`src/rtl/text_pixel_pipe.sv`:
```
// Three-stage text pixel pipeline: font ROM address, ROM-aligned glyph bit select, and a registered colour stage.
// Optional frame-counted blink of lit pixels is enabled by defining TEXT_PIXEL_BLINK_EN.
module text_pixel_pipe #(
    parameter logic [23:0] FG_RGB       = 24'hFFFFFF,
    parameter logic [23:0] BG_RGB       = 24'h000000,
    parameter int          BLINK_FRAMES = 32
) (
    input  logic        Clk,
    input  logic        Reset_n,
    input  logic        frame_clk,
    input  logic        is_text,
    input  logic [10:0] sprite_addr,
    input  logic [2:0]  glyph_col,
    output logic [10:0] font_addr,
    input  logic [7:0]  font_data,
    output logic        text_on,
    output logic        text_valid,
    output logic [7:0]  Red,
    output logic [7:0]  Green,
    output logic [7:0]  Blue
);

    logic [10:0] font_addr_q;
    logic        s1_is_text_q, s2_is_text_q;
    logic [2:0]  s1_col_q, s2_col_q;
    logic        text_on_q, text_on_d;
    logic        text_valid_q, text_valid_d;
    logic [23:0] rgb_q, rgb_d;
    logic        pix_lit;
    logic        vis;

    always_ff @(posedge Clk or negedge Reset_n) begin
        if (!Reset_n) begin
            font_addr_q  <= '0;
            s1_is_text_q <= 1'b0;
            s1_col_q     <= '0;
            s2_is_text_q <= 1'b0;
            s2_col_q     <= '0;
            text_on_q    <= 1'b0;
            text_valid_q <= 1'b0;
            rgb_q        <= '0;
        end else begin
            font_addr_q  <= sprite_addr;
            s1_is_text_q <= is_text;
            s1_col_q     <= glyph_col;
            s2_is_text_q <= s1_is_text_q;
            s2_col_q     <= s1_col_q;
            text_on_q    <= text_on_d;
            text_valid_q <= text_valid_d;
            rgb_q        <= rgb_d;
        end
    end

    // Column 0 is the leftmost pixel, held in bit 7; for a 3-bit column, 7 - col == ~col.
    always_comb begin
        pix_lit      = font_data[~s2_col_q];
        text_valid_d = s2_is_text_q;
        text_on_d    = s2_is_text_q & pix_lit & vis;
        rgb_d        = 24'h0;
        if (text_on_d) begin
            rgb_d = FG_RGB;
        end else if (text_valid_d) begin
            rgb_d = BG_RGB;
        end
    end

`ifdef TEXT_PIXEL_BLINK_EN
    typedef enum logic {
        SHOW = 1'b0,
        HIDE = 1'b1
    } blink_state_e;

    localparam logic [7:0] BLINK_LAST = 8'(BLINK_FRAMES - 1);

    blink_state_e state_q, state_d;
    logic [7:0]   frame_cnt_q, frame_cnt_d;
    logic         sync1_q, sync2_q, edge_q;
    logic [2:0]   prime_q;
    logic         frame_tick;

    // prime_q marks when edge_q holds a genuine post-reset sample, so a
    // frame_clk already high at release is not mistaken for a rising edge.
    always_ff @(posedge Clk or negedge Reset_n) begin
        if (!Reset_n) begin
            sync1_q <= 1'b0;
            sync2_q <= 1'b0;
            edge_q  <= 1'b0;
            prime_q <= '0;
        end else begin
            sync1_q <= frame_clk;
            sync2_q <= sync1_q;
            edge_q  <= sync2_q;
            prime_q <= {prime_q[1:0], 1'b1};
        end
    end

    assign frame_tick = prime_q[2] & sync2_q & ~edge_q;

    always_ff @(posedge Clk or negedge Reset_n) begin
        if (!Reset_n) begin
            state_q     <= SHOW;
            frame_cnt_q <= '0;
        end else begin
            state_q     <= state_d;
            frame_cnt_q <= frame_cnt_d;
        end
    end

    always_comb begin
        state_d     = state_q;
        frame_cnt_d = frame_cnt_q;
        if (frame_tick) begin
            if (frame_cnt_q == BLINK_LAST) begin
                frame_cnt_d = '0;
                state_d     = (state_q == SHOW) ? HIDE : SHOW;
            end else begin
                frame_cnt_d = frame_cnt_q + 8'd1;
            end
        end
    end

    assign vis = (state_q == SHOW);
`else
    logic unused_blink;

    assign vis          = 1'b1;
    assign unused_blink = ^{frame_clk, 8'(BLINK_FRAMES)};
`endif

    assign font_addr  = font_addr_q;
    assign text_on    = text_on_q;
    assign text_valid = text_valid_q;
    assign Red        = rgb_q[23:16];
    assign Green      = rgb_q[15:8];
    assign Blue       = rgb_q[7:0];

endmodule

```
`config.mk`:
```
export PLATFORM = sky130hd
export DESIGN_NAME = text_pixel_pipe
export DESIGN_NICKNAME = d
export VERILOG_FILES = /design/src/rtl/text_pixel_pipe.sv
export SDC_FILE = /design/constraint.sdc
export NUM_CORES = 1
export LEC_CHECK = 0
export BUFFER_PORTS_ARGS = -buffer_cell sky130_fd_sc_hd__buf_2
export CAP_MARGIN = 10
export CELL_PAD_IN_SITES_DETAIL_PLACEMENT = 1
export CELL_PAD_IN_SITES_GLOBAL_PLACEMENT = 1
export CORE_ASPECT_RATIO = 1.25
export CORE_UTILIZATION = 27
export DETAILED_ROUTE_END_ITERATION = 6
export PLACE_DENSITY_LB_ADDON = 0.1
export SLEW_MARGIN = 25
export SYNTH_ARGS = -nofsm -noshare
export SYNTH_HDL_FRONTEND = slang
export SYNTH_SLANG_ARGS = --single-unit
```
`constraint.sdc`:
```
create_clock -name Clk -period 1.73 [get_ports Clk]
set_clock_uncertainty 0.05 [all_clocks]
set_input_delay 0.519 -clock Clk [delete_from_list [all_inputs] [get_ports Clk]]
set_output_delay 0.519 -clock Clk [all_outputs]
set_load 0.02 [all_outputs]
```
Yosys cells after proc, flatten, opt, wreduce, memory -nomap -nowiden:

Cells that the tools add are included.

* bits in registers: 45
* output and inout bits: 37

* bitwise gates (word level): 2
* order comparisons: 1
* muxes and demuxes: 3

Operator list (number)
* 24-bit two-way mux: 1
* 3-bit by 4-bit < comparator with 1-bit output, second input constant: 1
* 1-bit binary-select mux with 3-bit select: 1
* 3-bit inverter: 1
* 1-bit AND: 1
* 1-bit two-way mux: 1

Logic depth before layout (Yosys ltp):

Gate-level depths: netlist of the first run.

* depth in word-level cells: 5
* mapped depth: 3

Worst setup path before layout of the first run:

No wires, ideal clock.

* path type: reg-to-output
* start point: register rgb_q[22] (netlist name)
* end point: output Blue[0]
* stages on the path, launching flop included: 2
* path buffers: 1
* slack: 0.133 ns
* required time: 1.161 ns
* arrival time: 1.028 ns
* path through: dfrtp_1 buf_4

RTL lines
* end: declaration: line 20 `output logic [7:0] Blue`

==> flow_metrics.py, run 1 <==
metrics = {
    "clock_tree": {
        "cts_buffer_depth": 2,
        "tritoncts": "done",
        "cts_buffers": 3,
        "cts_max_level": 1,
        "cts_sinks": 21,
        "post-cts-setup-buffer-count": 0,
        "clk_latency_ns": 0.30,
        "cts_root_buf": "clkbuf_4",
        "cts.clk_slew.worst_paths_ns": 0.12,
    },
    "setup_path": {
        "cp.arrival_ns": 1.08,
        "crit_family": "flip-flops",
        "path_cells": "buf_2",
        "crit_path_start_kind": "flop",
        "r2r_setup_slack_ns": 0.42,
        "worstSetupPathType": "flop to output port",
        "critical_path_required_ns": 1.16,
        "critPathMaxFanout": 25,
        "cpPeakStageDelay_ns": 0.55,
        "worst-path-buf-inv": 1,
        "r2r_end": "rgb_q[22]",
        "r2r-start": "s2_col_q[0]",
        "rr_worst_depth": 3,
        "worst_setup_path_end_kind": "output port",
        "crit_slowest_cell": "dfrtp_2",
    },
    "synth": {
        "syn_inst": 52,
        "synth_top_area_share_pct": 67.6,
        "synth_common_cells": "buf_4 (24), dfrtp_1 (21)",
        "synth_seq_cells": 21,
        "synth_nets": 78,
        "ys_top_cells_by_area": "dfrtp_1 (68%), buf_4 (23%), mux4_1 (3.4%)",
        "synth_top_area_cell": "dfrtp_1",
        "avgSynthCellArea_sq_um": 14.9,
        "synth_area_sq_um": 777,
        "seq_area_frac_synth_pct": 67.6,
        "yosysMostFrequentCell": "buf_4",
        "yosysUniqueCellTypes": 9,
        "synth_enable_flop_cells": 0,
        "synth-async-reset-ratio_pct": 100,
        "synth_ff_type": "dfrtp_1",
        "yosysWarnings": 0,
    },
    "detailed_routing": {
        "wirelength_um": 1270,
        "vias_per_cell": 3.89,
        "drt_pass1_iterations": 2,
        "drc": 0,
        "vias": 494,
        "drt-wirelength-per-cell_um": 10.0,
        "antenna_left": 0,
        "drt_iter0_markers": 6,
    },
    "outcome": {
        "status": "complete, no violations",
    },
    "global_routing": {
        "first_global_vias": 426,
        "grt_pass1_wl_um": 1800,
        "grt_usage_pct": 8.17,
        "antenna_found_initial": 0,
        "overflow": 0,
        "grt_max_degree": 26,
    },
    "sta": {
        "rsz0062_at_grt": "true",
        "max_slew_margin_pct": 70.0,
        "layout_setup_ws_ns": 0.0838,
        "fin_crit_sh_pct": 95.2,
        "max_freq_ghz": 0.607,
        "hold_violations": 0,
        "hold_slack_ns": 0.0947,
        "min_period_ns": 1.65,
        "worst_slew_pin_slew_ns": 0.451,
        "final_max_slew_viol_count": 0,
        "setup_viol_count_final": 0,
    },
    "placement": {
        "dp.cells": 123,
        "place_ws_ns": 0.235,
        "gp_congestion": 0.550,
        "portBuffers": 61,
        "dp_hpwl_um": 1020,
    },
    "layout": {
        "utilization_pct": 36.1,
        "drive_gt1_share_pct": 72.0,
        "final_net_count": 120,
        "stdcell_count": 127,
        "n_fill_cell": 328,
        "antenna_cells": 0,
        "area_growth_pct": 25.6,
    },
    "floorplan": {
        "rows": 21,
        "dieHeight_um": 62.0,
        "die_w_um": 50.0,
        "initial_utilization_pct": 28.7,
        "ios": 63,
        "core-area_sq_um": 2710,
        "die_area_sq_um": 3100,
    },
    "power_and_ir_drop": {
        "power_mw": 0.966,
        "p_leak_nw": 0.546,
        "ir_worst_vdd_mv": 0.448,
        "power_density_nw_per_um2": 989,
    },
    "job": {
        "cap_violations": 0,
    },
    "worst_hold_path": {
        "hold_class": "input pin to async pin",
    },
}
[cell families after synthesis]
| logic type | after synthesis | synth area share [%] |
|---|---|---|
| AOI/OAI and AO/OA | 2 | 2.09 |
| and+or+nand+nor | 1 | 0.483 |
| DFF | 21 | 67.6 |
| muxes | 3 | 6.12 |
| buffers and inverters | 25 | 23.7 |
[power breakdown]
group,switching (mW),internal [mW],total [mW]
clock,0.147,0.0879,0.235
combinational,0.127,0.0699,0.197
sequential,0.0171,0.516,0.533
total,0.291,0.674,0.966
[how the worst max path moves through the flow]
stage                endpoint  cells past startpoint  slack [ns]    startpoint
floorplan             Blue[0]                      1        0.13     rgb_q[22]
CTS                  Green[2]                      1        0.04     rgb_q[22]
global placement    rgb_q[22]                      4        0.29  font_data[4]
global route         Green[2]                      1      -0.004     rgb_q[22]
finish               Green[1]                      1        0.08     rgb_q[22]
detailed placement   Green[2]                      1        0.24     rgb_q[22]
[registers in the layout (all words and copies together) (netlist names)]
name	count
s1_is_text_q	1
s2_col_q	3
s2_is_text_q	1
text_valid	1
s1_col_q	3
rgb_q	1
font_addr	11
[layout make-up]
class,instances,area [sq um],area share [%]
clock buffers,3,22.5,2.31
clock inverters,1,7.51,0.769
inverters,1,3.75,0.385
multi-input cells,6,67.6,6.92
flip-flops and latches,21,527,54.0
well taps,34,42.5,4.36
repair buffers,61,305,31.3
[placed cells by master, fill, tap and decap left out]
| master | count |
|---|---|
| dfrtp_2 | 1 |
| clkinvlp_4 | 1 |
| mux2_2 | 1 |
| a311oi_1 | 1 |
| inv_1 | 1 |
| mux2i_1 | 1 |
| nor2_1 | 1 |
| mux4_1 | 1 |
| o31ai_1 | 1 |
| clkbuf_4 | 3 |
| buf_2 | 61 |
| dfrtp_1 | 20 |
[layer usage]
layer	wire, um	vias up	global-route usage (%)
li1	-	225	-
met1	414	229	8.68
met2	732	38	14.9
met3	116	2	1.95
met4	8	0	4.90
met5	0	-	0
[stage by stage]
stage / area, sq um / setup TNS (ns)
after CTS: 976 / 0
final: 976 / 0
after floorplan: 777 / 0
after detailed placement: 945 / 0
after global routing: 976 / -0.00562
after global placement: 945 / 0
[repair_timing]
| action | CTS | global route |
|---|---|---|
| hold buffers | 0 | 0 |
| resized for setup | 1 | 0 |
| setup endpoints to repair | 25 | 3 |
Note: power is estimated with default switching activity, not from simulation.
==> inputs of run 2 (changes only) <==
- CAP_MARGIN: 10 -> 20
- PLACE_DENSITY: unset -> 0.82
- PLACE_DENSITY_LB_ADDON: 0.1 -> unset
==> run 2 against run 1 <==
Net effect: fmax rose by 1.3%; total power fell by 0.67%; first-iteration DRC count fell by 17%; largest power group unchanged; die area did not move; via count rose by 4.9%.
==> flow_metrics.py, run 2 (synthesis results as in run 1) <==
metrics = {
    "outcome": {
        "status": "complete, no violations",
    },
    "layout": {
        "layout_commonest_cell": "buf_2",
        "drive_gt1_share_pct": 72.0,
        "antenna_cells": 0,
        "layout_common_cells": "buf_2 (61), dfrtp_1 (20), clkbuf_4 (3)",
        "n_fill_cell": 320,
        "area_growth_pct": 25.3,
        "utilization_pct": 36.0,
        "final_net_count": 120,
        "design_area_sq_um": 973,
        "largest_reg_flops": 11,
        "stdcell_count": 127,
    },
    "clock_tree": {
        "clk_latency_ns": 0.30,
        "cts.clk_slew.worst_paths_ns": 0.12,
        "cts_max_level": 1,
        "cts_buffer_depth": 2,
        "tritoncts": "done",
        "cts_buffers": 3,
        "cts_resized": 1,
        "cts_root_buf": "clkbuf_4",
        "cts_sinks": 21,
        "post-cts-setup-buffer-count": 0,
        "holdBufCountCts": 0,
    },
    "sta": {
        "hold_violations": 0,
        "max_freq_ghz": 0.615,
        "layout_setup_ws_ns": 0.104,
        "worst_slew_pin_slew_ns": 0.436,
        "max_slew_margin_pct": 70.9,
        "final_max_slew_viol_count": 0,
        "min_period_ns": 1.63,
        "fin_crit_sh_pct": 94.0,
        "rsz0062_at_grt": "false",
        "setup_viol_count_final": 0,
        "setup-tns-final_ns": 0,
    },
    "global_routing": {
        "grt_max_degree": 26,
        "overflow": 0,
        "grt_usage_pct": 9.06,
        "first_global_vias": 504,
        "antenna_found_initial": 0,
        "grt_pass1_wl_um": 2050,
    },
    "detailed_routing": {
        "drt_pass1_iterations": 2,
        "drt-wirelength-per-cell_um": 11.6,
        "drc": 0,
        "vias": 518,
        "wirelength_um": 1480,
        "drt_iter0_markers": 5,
        "antenna_left": 0,
        "vias_per_cell": 4.08,
    },
    "setup_path": {
        "cpPeakStageDelay_ns": 0.54,
        "crit_path_start_kind": "flop",
        "r2r_setup_slack_ns": 0.41,
        "path_cells": "buf_2",
        "rr_worst_depth": 3,
        "critPathLaunch": "rgb_q[22]",
        "crit_family": "flip-flops",
        "worst_setup_path_end_kind": "output port",
        "cp.arrival_ns": 1.06,
        "worst-path-buf-inv": 1,
        "r2r-start": "s2_col_q[2]",
        "crit_path_end": "Red[4]",
        "critical_path_required_ns": 1.16,
        "worstSetupPathType": "flop to output port",
        "critPathMaxFanout": 25,
        "cp.depth": 1,
        "crit_slowest_cell": "dfrtp_2",
        "r2r_end": "rgb_q[22]",
    },
    "floorplan": {
        "die_w_um": 50.0,
        "ios": 63,
        "dieHeight_um": 62.0,
        "rows": 21,
        "die_area_sq_um": 3100,
        "core-area_sq_um": 2710,
        "initial_utilization_pct": 28.7,
    },
    "placement": {
        "place_ws_ns": 0.243,
        "dp.cells": 123,
        "placed_cell_area_sq_um": 945,
        "gp_congestion": 0.704,
        "portBuffers": 61,
    },
    "worst_hold_path": {
        "hold_class": "input pin to async pin",
    },
    "power_and_ir_drop": {
        "p_leak_nw": 0.550,
        "power_density_nw_per_um2": 985,
        "ir_worst_vdd_mv": 0.778,
    },
    "job": {
        "cap_violations": 0,
    },
}
[run 2: metal layers]
metal  track usage [%]  share of wire [%]  vias to the layer above
li1                  -                  -                      226
met1              7.89                 30                      232
met2              18.3                 54                       56
met3              2.19                 14                        4
met4              6.12                2.4                        0
met5                 0                  0                        -
[run 2: final cells by class]
cell class	instances	area, sq um	share of cell area (%)
Clock buffer	3	22.5	2.31
Clock inverter	1	5.00	0.514
Inverter	1	3.75	0.386
Multi-Input combinational cell	6	67.6	6.94
Sequential cell	21	527	54.1
Tap cell	34	42.5	4.37
Timing Repair Buffer	61	305	31.4
[run 2: worst min path at each step]
stage                              end
after detailed placement   s2_col_q[1]
after floorplan           font_addr[0]
after global routing       s2_col_q[1]
final                     font_addr[4]
after CTS                 font_addr[4]
after global placement    s2_is_text_q
[run 2: metrics by stage]
stage	hold WS [ns]	power, mW
after floorplan	0.173	0.713
after global placement	0.283	0.738
after detailed placement	0.296	0.746
after CTS	0.101	0.968
after global routing	0.124	0.998
final	0.0897	0.959
[run 2: power by group]
group / internal (mW) / switching [mW]
clock network: 0.0861 / 0.140
logic: 0.0700 / 0.128
registers: 0.516 / 0.0182
==> inputs of run 3 (changes only) <==
- CORE_ASPECT_RATIO: 1.25 -> unset
==> run 3 against run 2 <==
Net effect: global-route usage about the same; first-iteration DRC count decreased by 80%; clock-buffer cell count rose by 1; fmax is 0.49% lower; wire length down 10%; sequential power is essentially flat.
==> flow_metrics.py, run 3 (synthesis results as in run 1) <==
metrics = {
    "outcome": {
        "status": "complete, no violations",
    },
    "clock_tree": {
        "tritoncts": "done",
        "holdBufCountCts": 0,
        "post-cts-setup-buffer-count": 0,
        "cts.clk_slew.worst_paths_ns": 0.11,
        "cts_max_level": 1,
        "cts_buffers": 3,
        "cts_root_buf": "clkbuf_4",
        "cts_buffer_depth": 2,
        "clk_latency_ns": 0.29,
        "cts_resized": 1,
        "cts_sinks": 21,
    },
    "sta": {
        "max_freq_ghz": 0.612,
        "fin_crit_sh_pct": 94.4,
        "final_max_slew_viol_count": 0,
        "min_period_ns": 1.63,
        "rsz0062_at_grt": "false",
        "worst_slew_pin_slew_ns": 0.445,
        "hold_violations": 0,
        "max_slew_margin_pct": 70.3,
        "layout_setup_ws_ns": 0.0963,
        "setup-tns-final_ns": 0,
        "hold_slack_ns": 0.0989,
        "setup_viol_count_final": 0,
    },
    "placement": {
        "place_ws_ns": 0.245,
        "portBuffers": 61,
        "gp_congestion": 0.632,
    },
    "layout": {
        "layout_commonest_cell": "buf_2",
        "final_net_count": 120,
        "drive_gt1_share_pct": 71.0,
        "layout_common_cells": "buf_2 (61), dfrtp_1 (20), clkbuf_4 (3)",
        "largest_reg_flops": 11,
        "antenna_cells": 0,
        "area_growth_pct": 24.6,
    },
    "power_and_ir_drop": {
        "pwr-share-comb_pct": 20.6,
        "p_sw_mw": 0.278,
        "intPower_mw": 0.676,
        "power_density_nw_per_um2": 985,
        "p_leak_nw": 0.547,
        "ir_worst_vdd_mv": 0.581,
        "power_mw": 0.954,
        "clockPowerShare_pct": 23.4,
        "swShare_pct": 29.1,
        "p_seq_share_pct": 56.0,
    },
    "detailed_routing": {
        "vias": 498,
        "wirelength_um": 1330,
        "drt_pass1_iterations": 2,
        "dr_wl_met3_um": 197,
        "wl_met2_um": 666,
        "drt-wirelength-per-cell_um": 10.7,
        "antenna_left": 0,
        "top_layer_used": "met4",
        "drc": 0,
        "wl_met1_um": 443,
        "vias_per_cell": 4.02,
        "drt_iter0_markers": 1,
    },
    "setup_path": {
        "crit_slowest_cell": "dfrtp_2",
        "critPathMaxFanout": 25,
        "crit_path_start_kind": "flop",
        "cp.arrival_ns": 1.06,
        "critical_path_required_ns": 1.16,
        "worst_setup_path_end_kind": "output port",
        "path_cells": "buf_2",
        "cpPeakStageDelay_ns": 0.54,
        "worstSetupPathType": "flop to output port",
        "crit_family": "flip-flops",
        "worst-path-buf-inv": 1,
    },
    "floorplan": {
        "ios": 63,
        "die_area_sq_um": 3100,
        "initial_utilization_pct": 28.4,
        "rows": 19,
        "die_w_um": 55.6,
        "dieHeight_um": 55.6,
        "core-area_sq_um": 2730,
    },
    "worst_hold_path": {
        "hold_class": "input pin to async pin",
    },
    "job": {
        "cap_violations": 0,
    },
    "global_routing": {
        "grt_usage_pct": 9.02,
        "overflow": 0,
        "grt_pass1_wl_um": 2080,
        "grt_max_degree": 26,
        "first_global_vias": 497,
        "antenna_found_initial": 0,
    },
}
[run 3: changes by cell type in the layout (fill, tap and decap cells not counted)]
cell	before	now
clkinv_2	1	0
clkbuf_1	0	1
[run 3: worst paths after layout]
| path | start | to | slack (ns) | depth (start not counted) |
|---|---|---|---|---|
| max | rgb_q[22] | Green[1] | 0.1 | 1 |
| max reg2reg | s2_col_q[0] | rgb_q[22] | 0.45 | 3 |
| min reg2reg | s1_col_q[2] | s2_col_q[2] | 0.31 | 0 |
| max in group asynchronous | Reset_n | rgb_q[22] | 1.20 | 1 |
| min in group Clk | sprite_addr[4] | font_addr[4] | 0.27 | 1 |
| min | Reset_n | s2_col_q[0] | 0.1 | 1 |
[run 3: power by group through the flow]
stage	logic, mW	clock network [mW]	registers, mW
after floorplan	0.148	0	0.565
after global placement	0.197	0	0.541
after detailed placement	0.200	0	0.544
after CTS	0.200	0.235	0.535
after global routing	0.209	0.250	0.539
final	0.197	0.223	0.534
[run 3: per-layer routing]
metal	GRT usage [%]	up-vias
met5	0	-
met4	4.29	0
met3	3.49	2
li1	-	226
met1	8.63	221
met2	16.7	49
[run 3: area by class of cell]
class | instances | area, sq um
fill | 316 | 1770
clock buffer | 4 | 26.3
tap | 31 | 38.8
inverter | 1 | 3.75
timing repair buffer | 61 | 305
multi-input combinational | 6 | 67.6
sequential | 21 | 527
[run 3: through the flow]
stage	utilization, %	area, sq um	std cells
after floorplan	-	777	52
after global placement	34.4	941	120
after CTS	35.4	968	124
after detailed placement	34.4	941	120
after global routing	35.4	968	124
final	35.4	968	124
